[config.mk]
export PLATFORM = sky130hd
export DESIGN_NAME = maxnet_input_sequencer
export DESIGN_NICKNAME = d
export VERILOG_FILES = /design/src/rtl/maxnet_input_sequencer.sv
export SDC_FILE = /design/constraint.sdc
export NUM_CORES = 1
export LEC_CHECK = 0
export CAP_MARGIN = 20
export CORE_ASPECT_RATIO = 0.6
export CORE_MARGIN = 2
export CORE_UTILIZATION = 47
export CTS_CLUSTER_DIAMETER = 30
export DETAILED_ROUTE_END_ITERATION = 12
export GPL_TIMING_DRIVEN = 0
export PLACE_DENSITY = 0.92
export SYNTH_ARGS = -nofsm -noshare
export SYNTH_HDL_FRONTEND = slang
export SYNTH_SLANG_ARGS = --single-unit
[constraint.sdc]
create_clock -name clk -period 2.3 [get_ports clk]
set_input_delay 0.46 -clock clk [delete_from_list [all_inputs] [get_ports clk]]
set_output_delay 0.46 -clock clk [all_outputs]
set_load 0.05 [all_outputs]
[src/rtl/maxnet_input_sequencer.sv]
// maxnet_input_sequencer: loads four samples from a valid/ready stream,
// runs the max-finder network with a Done timeout, and returns the captured
// max, an abort flag and the run latency on a valid/ready result port.
module maxnet_input_sequencer #(
    parameter int WIDTH   = 32,
    parameter int TIMEOUT = 1024,
    parameter int CNTW    = 16
) (
    input  logic             clk,
    input  logic             rst,
    input  logic [WIDTH-1:0] in_data,
    input  logic             in_valid,
    output logic             in_ready,
    output logic             nn_rst,
    output logic [WIDTH-1:0] nn_inp1,
    output logic [WIDTH-1:0] nn_inp2,
    output logic [WIDTH-1:0] nn_inp3,
    output logic [WIDTH-1:0] nn_inp4,
    input  logic             nn_done,
    input  logic [WIDTH-1:0] nn_max,
    output logic [WIDTH-1:0] res_data,
    output logic             res_err,
    output logic [CNTW-1:0]  lat_cycles,
    output logic             res_valid,
    input  logic             res_ready
);

    typedef enum logic [1:0] {
        S_LOAD = 2'd0,
        S_RUN  = 2'd1,
        S_HOLD = 2'd2
    } state_t;

    localparam logic [CNTW-1:0] CNT_MAX   = '1;
    localparam logic [CNTW-1:0] TIMEOUT_C = CNTW'(TIMEOUT);

    state_t            state_q,    state_d;
    logic [1:0]        cnt_q,      cnt_d;
    logic [WIDTH-1:0]  inp1_q,     inp1_d;
    logic [WIDTH-1:0]  inp2_q,     inp2_d;
    logic [WIDTH-1:0]  inp3_q,     inp3_d;
    logic [WIDTH-1:0]  inp4_q,     inp4_d;
    logic [WIDTH-1:0]  res_data_q, res_data_d;
    logic              res_err_q,  res_err_d;
    logic [CNTW-1:0]   lat_q,      lat_d;
    logic [CNTW-1:0]   run_cnt_q,  run_cnt_d;
    logic [CNTW-1:0]   run_cnt_inc;

    // Next-state and datapath decisions for LOAD / RUN / HOLD.
    always_comb begin
        // NOTE: every signal gets a hold-value default first, so no branch can leave one unassigned and infer a latch.
        state_d    = state_q;
        cnt_d      = cnt_q;
        inp1_d     = inp1_q;
        inp2_d     = inp2_q;
        inp3_d     = inp3_q;
        inp4_d     = inp4_q;
        res_data_d = res_data_q;
        res_err_d  = res_err_q;
        lat_d      = lat_q;
        run_cnt_d  = run_cnt_q;
        run_cnt_inc = (run_cnt_q == CNT_MAX) ? run_cnt_q : run_cnt_q + CNTW'(1);

        unique case (state_q)
            S_LOAD: begin
                if (in_valid) begin
                    unique case (cnt_q)
                        2'd0: inp1_d = in_data;
                        2'd1: inp2_d = in_data;
                        2'd2: inp3_d = in_data;
                        2'd3: inp4_d = in_data;
                    endcase
                    cnt_d = cnt_q + 2'd1;
                    if (cnt_q == 2'd3) begin
                        state_d   = S_RUN;
                        run_cnt_d = '0;
                    end
                end
            end
            S_RUN: begin
                run_cnt_d = run_cnt_inc;
                // A counter of zero marks the first RUN cycle, where Done may be stale.
                if (nn_done && (run_cnt_q != '0)) begin
                    res_data_d = nn_max;
                    res_err_d  = 1'b0;
                    lat_d      = run_cnt_inc;
                    state_d    = S_HOLD;
                end else if (run_cnt_inc >= TIMEOUT_C) begin
                    res_data_d = '0;
                    res_err_d  = 1'b1;
                    lat_d      = TIMEOUT_C;
                    state_d    = S_HOLD;
                end
            end
            S_HOLD: begin
                if (res_ready) begin
                    state_d = S_LOAD;
                end
            end
            default: state_d = S_LOAD;
        endcase
    end

    // State and datapath registers with synchronous reset.
    always_ff @(posedge clk) begin
        // NOTE: sequential state uses non-blocking assignments so every flop samples pre-edge values.
        if (rst) begin
            state_q    <= S_LOAD;
            cnt_q      <= '0;
            inp1_q     <= '0;
            inp2_q     <= '0;
            inp3_q     <= '0;
            inp4_q     <= '0;
            res_data_q <= '0;
            res_err_q  <= 1'b0;
            lat_q      <= '0;
            run_cnt_q  <= '0;
        end else begin
            state_q    <= state_d;
            cnt_q      <= cnt_d;
            inp1_q     <= inp1_d;
            inp2_q     <= inp2_d;
            inp3_q     <= inp3_d;
            inp4_q     <= inp4_d;
            res_data_q <= res_data_d;
            res_err_q  <= res_err_d;
            lat_q      <= lat_d;
            run_cnt_q  <= run_cnt_d;
        end
    end

    // Handshake and network-reset outputs are pure decodes of the registered state.
    assign in_ready   = (state_q == S_LOAD);
    assign nn_rst     = (state_q == S_LOAD);
    assign res_valid  = (state_q == S_HOLD);

    assign nn_inp1    = inp1_q;
    assign nn_inp2    = inp2_q;
    assign nn_inp3    = inp3_q;
    assign nn_inp4    = inp4_q;
    assign res_data   = res_data_q;
    assign res_err    = res_err_q;
    assign lat_cycles = lat_q;

endmodule
Word level (Yosys, flattened, before mapping)
Index checks and enable logic that the tools add are counted.
{ "totals": {"reg_bits": 197, "input_bits": 69} }
{ "op_classes": {"addsub": 2, "order_cmp": 1, "eq_ne": 10, "n_mux": 16, "n_reduce_logical": 14} }
{ "ops": {"columns": ["cell", "count"], "rows": [
  ["2-to-1 mux 16 bit", 5],
  ["2-to-1 mux 32 bit", 2],
  ["one-hot mux 16 bit (2 select lines)", 1],
  ["adder 16 x 1 -> 16 bit, second input constant", 1],
  ["== test 16 bit, second input constant", 1],
  [">= comparator 16 x 11 -> 1 bit, second input constant", 1],
  ["nonzero test 16 bit", 1],
  ["AND reduction 3 bit", 5],
  ["2-to-1 mux 2 bit", 5],
  ["== test 2 bit, second input constant", 3],
  ["one-hot mux 2 bit (3 select lines)", 1],
  ["== test 2 x 1 -> 1 bit, second input constant", 2],
  ["logical NOT 2 bit", 2],
  ["inequality test 2 x 1 -> 1 bit, second input constant", 2],
  ["AND reduction 2 bit", 2],
  ["AND reduction 4 bit", 1],
  ["nonzero test 2 bit", 2],
  ["inequality test 3 bit, second input constant", 1],
  ["adder 2 x 1 -> 2 bit, second input constant", 1],
  ["2-to-1 mux 1 bit", 2],
  ["inequality test 2 bit, second input constant", 1],
  ["logical AND 1 bit", 1]
]} }

Longest topological paths before layout
{ "logic_depth": {"ltp_word": 6, "depth_mapped": 8, "ltp_nobuf": 7} }

Worst setup path before layout
No wires, ideal clock.
{ "synth_path": {"kind": "reg2reg", "start": "reg state_q[1]", "end": "reg inp4_q[10], in the netlist nn_inp4[10]", "t_arrival_ns": 2.064, "t_required_ns": 2.168, "path_slack_ns": 0.104, "stages_incl_launch_ff": 8, "period_less_slack_ns": 2.196, "cell_sequence": "dfxtp_1 > nor2_1 > and2_1 > clkbuf_1 > nand2_1 > clkbuf_1 > nand2_1 > a21oi_1"} }
{ "synth_via": {"elab_chain_cells": 2} }
{ "synth_rtl": {"columns": ["item", "line", "text"], "rows": [
  ["from (decl)", "37", "state_t state_q, state_d;"],
  ["from (signal assigned)", "119", "state_q <= state_d;"],
  ["logical NOT 2 bit", null, null],
  ["via in_ready", "13", "output logic in_ready,"],
  ["AND reduction 3 bit (no line)", null, null],
  ["to (signal assigned)", "124", "inp4_q <= inp4_d;"],
  ["to (decl)", "42", "logic [WIDTH-1:0] inp4_q, inp4_d;"]
]} }
The timed path passes the listed nets, and every way through them passes these cells.
A chain may end at the register's enable or synchronous reset.

Final worst setup path
{ "layout_path": {"start": "reg run_cnt_q[4]", "end": "reg res_data_q[26], in the netlist res_data[26]"} }
{ "layout_via": {"elab_chain_cells": 5} }
{ "layout_rtl": {"columns": ["item", "line", "text"], "rows": [
  ["from (decl)", "46", "logic [CNTW-1:0] run_cnt_q, run_cnt_d;"],
  ["from (signal assigned)", "128", "run_cnt_q <= run_cnt_d;"],
  ["adder 16 x 1 -> 16 bit / == test 16 bit (equally long branches)", "62", "run_cnt_inc = (run_cnt_q == CNT_MAX) ? run_cnt_q : run_cnt_q + CNTW'(1);"],
  ["2-to-1 mux 16 bit", "62", null],
  [">= comparator 16 x 11 -> 1 bit", "88", "end else if (run_cnt_inc >= TIMEOUT_C) begin"],
  ["nonzero test 2 bit (no line)", null, null],
  ["AND reduction 2 bit (no line)", null, null],
  ["to (signal assigned)", "125", "res_data_q <= res_data_d;"],
  ["to (decl)", "43", "logic [WIDTH-1:0] res_data_q, res_data_d;"]
]} }
Several ways; a longest one is shown, not always the timed one.

==> impl_results.md <==
- Average wire per cell in the routed design: 18.1 um
- Worst max-slew margin expressed relative to the limit: 50.3%
- Gate count of the mapped netlist: 1,029
- Required time at the endpoint of the critical path: 2.61 ns
- Top FF cell, synth: dfxtp_1
- HP Start: nn_inp2[28]$_SDFFE_PP0P_
- I/O pins: 249
- Clock buffer count from CTS: 17
- Max-cap viol count: 0
- Cell-by-cell trace of the critical path: clkbuf_4, nor4_2, and4_2, nor4_4, buf_4, clkbuf_2, a22oi_1, o21ai_0
- Remaining Overflow, GRT: 0
- Final design utilization: 68.8%
- Maximum fanout along the worst path: 10
- Combinational cell fraction of total power: 16.5%
- Buffers & Inverters on Critical Path: 3
- Number of antenna diodes: 0
- Proportion of register bits with asynchronous set or reset after synthesis: 0%
- Result of the run: complete, no violations
- Std cell rows: 37
- Endpoint of the most critical register-to-register path: res_data[26]$_SDFFE_PP0P_
- TritonCTS clock tree: done
- Max IR drop VDD: 0.382 mV
- Global-route total usage across every layer: 29.7%
- Setup-violating endpoint count in the final report: 0
- Portion of the clock cycle consumed by the worst path in the final layout: 98.7%
- Maximum number of pins on one net before global-route repair: 22
- Global-route wire length before repair: 43,600 um
- Power density normalized to cell area: 682 nW/um^2
- Number of antenna violations at the first check in global routing: 0
- Number of buffer cells added on primary ports: 247
- Register clock-pin slew on the reported worst setup and hold paths: 0.08 ns
- Number of nets in the layout: 1,383
- Nets in the synthesized netlist: 1,104
- Internal power contribution: 5.47 mW
- Placer Congestion: 0.975
- Routed via count: 8,775
- Post-synthesis instance area: 8100 um^2
- Sw Pwr: 2.49 mW
- Worst setup path category: reg2reg
- Min-Delay Endpoint: nn_inp2[28]$_SDFFE_PP0P_
- Slowest CP cell: nor4_2
- R2r worst-path depth: 8
- Clock buffer depth: 2
- Proportion of power drawn by the clock network: 38.1%
- Share of cells above drive strength 1: 7.19%
- # clock sinks: 197
- Number of synthesized flops with an enable pin: 0
- Mean Syn Cell Area: 7.87 um^2
- Die Outline Area: 18,300 um^2
- Via count of the first global-routing pass: 8,177
- Sum of net half-perimeters after detailed placement: 20,500 um
- Final Instance Area: 11,700 um^2
- Signal arrival time at the worst endpoint: 2.58 ns
- Initial Utilization: 47.7%
- Instance area after placement: 10,900 um^2
- Worst-Skew Late Latency: 0.43 ns
- Number of design rule violations left after detail routing: 0
- Area of the core region: 17,000 um^2
- Final number of hold-violating endpoints: 0
- Area growth syn-to-layout: 44.2%
- Largest incremental delay on the critical path: 0.43 ns
- Worst reg-to-reg setup slack: 0.03 ns
- Seq/Total Area, Yosys: 48.7%
- F_max: 0.441 GHz
- Switching power share of the total: 31.3%
- Width of the die: 174 um
- Source of the worst register-to-register timing path: run_cnt_q[4]$_SDFFE_PP0P_
- Number of distinct library cells after synthesis: 58
- Post-synthesis sequential element count: 197
- Kind of start point of the critical path: register
- Count of antenna-violating nets left after detailed routing: 0
- First-iteration detailed-routing DRC count: 915
- Tightest Hold Check Type: reg2reg
- Maximum level of the CTS H-tree: 4
- Crit path capture type: register
- Min Tclk post-route: 2.27 ns
- Count of warnings emitted by yosys: 0
- Number of pins exceeding their max-slew limit in the final report: 0
- Detailed Route WL: 28,100 um
- DR vias/cell: 5.64
- Leakage: 4.00 nW
- Clock tree root buffer cell: clkbuf_16
- Top cell family by delay on the critical path: simple AND/OR/NAND/NOR gates
- Hold Path Cell Cnt: 2
- Clock Skews: 0.0163 ns
- Number of search-and-repair iterations in the first detailed-routing pass: 5
- DIE HEIGHT: 106 um
- Slew @ Worst Pin: 0.746 ns
- Fin Hold WS: 0.459 ns
- Share of power burned in registers: 45.4%
## through the flow
step	instances	total power [mW]	TNS (ns)	setup WS, ns
after floorplan	1029	4.45	0	0.104
after global placement	1510	4.96	-40.54	-0.518
after detailed placement	1510	4.98	-54.25	-0.537
after CTS	1550	7.97	0	0.00393
after global routing	1555	8.22	-0.0229	-0.00914
final	1555	7.96	0	0.0303
## flip-flops by register name, indices dropped and copies added, names as in the netlist
| name | flops |
|---|---|
| nn_inp1 | 32 |
| nn_inp2 | 32 |
| nn_inp3 | 32 |
| nn_inp4 | 32 |
| res_data | 32 |
| lat_cycles | 16 |
| run_cnt_q | 16 |
| cnt_q | 2 |
| state_q | 2 |
| res_err | 1 |
## tightest hold or removal path, stage by stage, from the launching register on
cell,delay (ns)
dfxtp_1,0.31
nand2_1,0.05
a21oi_1,0.05
## how the worst max path moves through the flow
stage,end,slack (ns),start,cells past startpoint
2_1_floorplan,nn_inp4[10]$_SDFFE_PP0P_,0.10,state_q[1]$_SDFFE_PP0P_,7
3_3_place_gp,lat_cycles[12]$_SDFFE_PP0P_,-0.52,nn_done,6
3_5_place_dp,lat_cycles[13]$_SDFFE_PP0P_,-0.54,nn_done,6
4_1_cts,lat_cycles[6]$_SDFFE_PP0P_,0.004,run_cnt_q[4]$_SDFFE_PP0P_,7
5_1_grt,lat_cycles[8]$_SDFFE_PP0P_,-0.009,run_cnt_q[4]$_SDFFE_PP0P_,8
6_report,res_data[26]$_SDFFE_PP0P_,0.03,run_cnt_q[4]$_SDFFE_PP0P_,8
## cell usage in the layout, fill, tap and decap left out, types with 4 or more instances in the layout
master and instances:
nor2b_1 40, a22oi_1 35, and3_1 7, buf_2 11
o22ai_1 4, a21oi_1 149, nor3_1 8, nor2_1 19
dfxtp_1 193, clkbuf_16 17, o32ai_1 4, inv_1 13
a31oi_1 4, o221ai_1 4, buf_4 15, nor4_1 4
nor4_4 4, clkinv_8 5, clkbuf_2 8, clkdlybuf4s50_1 244
nand4_1 6, inv_6 5, nand2_1 309, nand3_1 16
ha_1 5, clkbuf_1 59, o211ai_1 4, o21ai_0 50
## power by group through the flow
stage | clock network, mW | registers, mW | logic [mW]
3_3_place_gp | 0 | 3.69 | 1.27
6_report | 3.03 | 3.62 | 1.31
2_1_floorplan | 0 | 4.13 | 0.312
4_1_cts | 3.06 | 3.62 | 1.30
5_1_grt | 3.21 | 3.63 | 1.37
3_5_place_dp | 0 | 3.69 | 1.29
## metal layers
metal | global-route usage [%] | vias to the layer above | part of all wire, %
met5 | 0 | - | 0
met4 | 8.90 | 0 | 2.0
met3 | 7.97 | 42 | 10
met2 | 44.1 | 451 | 43
met1 | 42.2 | 4221 | 45
li1 | - | 4061 | -
## cells in the mapped netlist (2+ instances only)
cell / number / area [um^2]
nand2_1: 309 / 1160
dfxtp_1: 197 / 3940
a21oi_1: 149 / 746
clkbuf_1: 64 / 240
o21ai_0: 51 / 255
nor2b_1: 40 / 250
a22oi_1: 35 / 263
nor2_1: 20 / 75.1
nand3_1: 18 / 90.1
inv_1: 13 / 48.8
buf_2: 12 / 60.1
nor3_1: 10 / 50.1
and3_1: 7 / 43.8
ha_1: 6 / 75.1
nand4_1: 6 / 37.5
nor4_1: 5 / 31.3
a31oi_1: 4 / 25.0
o211ai_1: 4 / 30.0
o221ai_1: 4 / 35.0
o22ai_1: 4 / 25.0
o32ai_1: 4 / 35.0
a21boi_0: 3 / 22.5
a311oi_1: 3 / 26.3
a32oi_1: 3 / 26.3
and2_1: 3 / 18.8
and4_1: 3 / 26.3
buf_1: 3 / 11.3
clkbuf_2: 3 / 15.0
mux2i_1: 3 / 30.0
nand2b_1: 3 / 18.8
o21a_1: 3 / 22.5
or4_1: 3 / 22.5
xnor2_1: 3 / 26.3
buf_4: 2 / 15.0
nor3b_1: 2 / 15.0
nor4_2: 2 / 25.0
nor4_4: 2 / 42.5
o21ai_1: 2 / 10.0
or2_2: 2 / 12.5
## layout make-up
type                    instances  area [um^2]
clock buffers                  18          429
flip-flops and latches        197         3950
repair buffers                260         2570
multi-input cells             734         3850
inverters                      13         48.8
well taps                     234          293
plain buffers                  85          369
clock inverters                14          178
fillers                      1335         5310
## what timing repair did
item,in CTS,in global routing
pin swaps,2,4
gates resized for setup,18,23
hold buffers,0,0
buffers inserted,8,5
endpoints found under the setup margin,56,69
## cell families after synthesis
kind of cell | after synthesis | share of synthesized area (%)
adders and majority gates | 6 | 0.926
muxes | 4 | 0.556
buffers and inverters | 98 | 4.96
xor gates and xnor gates | 4 | 0.432
and+or+nand+nor | 441 | 24.4
AOI/OAI and AO/OA | 279 | 20.1
DFF | 197 | 48.7
No activity file was read; power rests on OpenSTA's default activity.
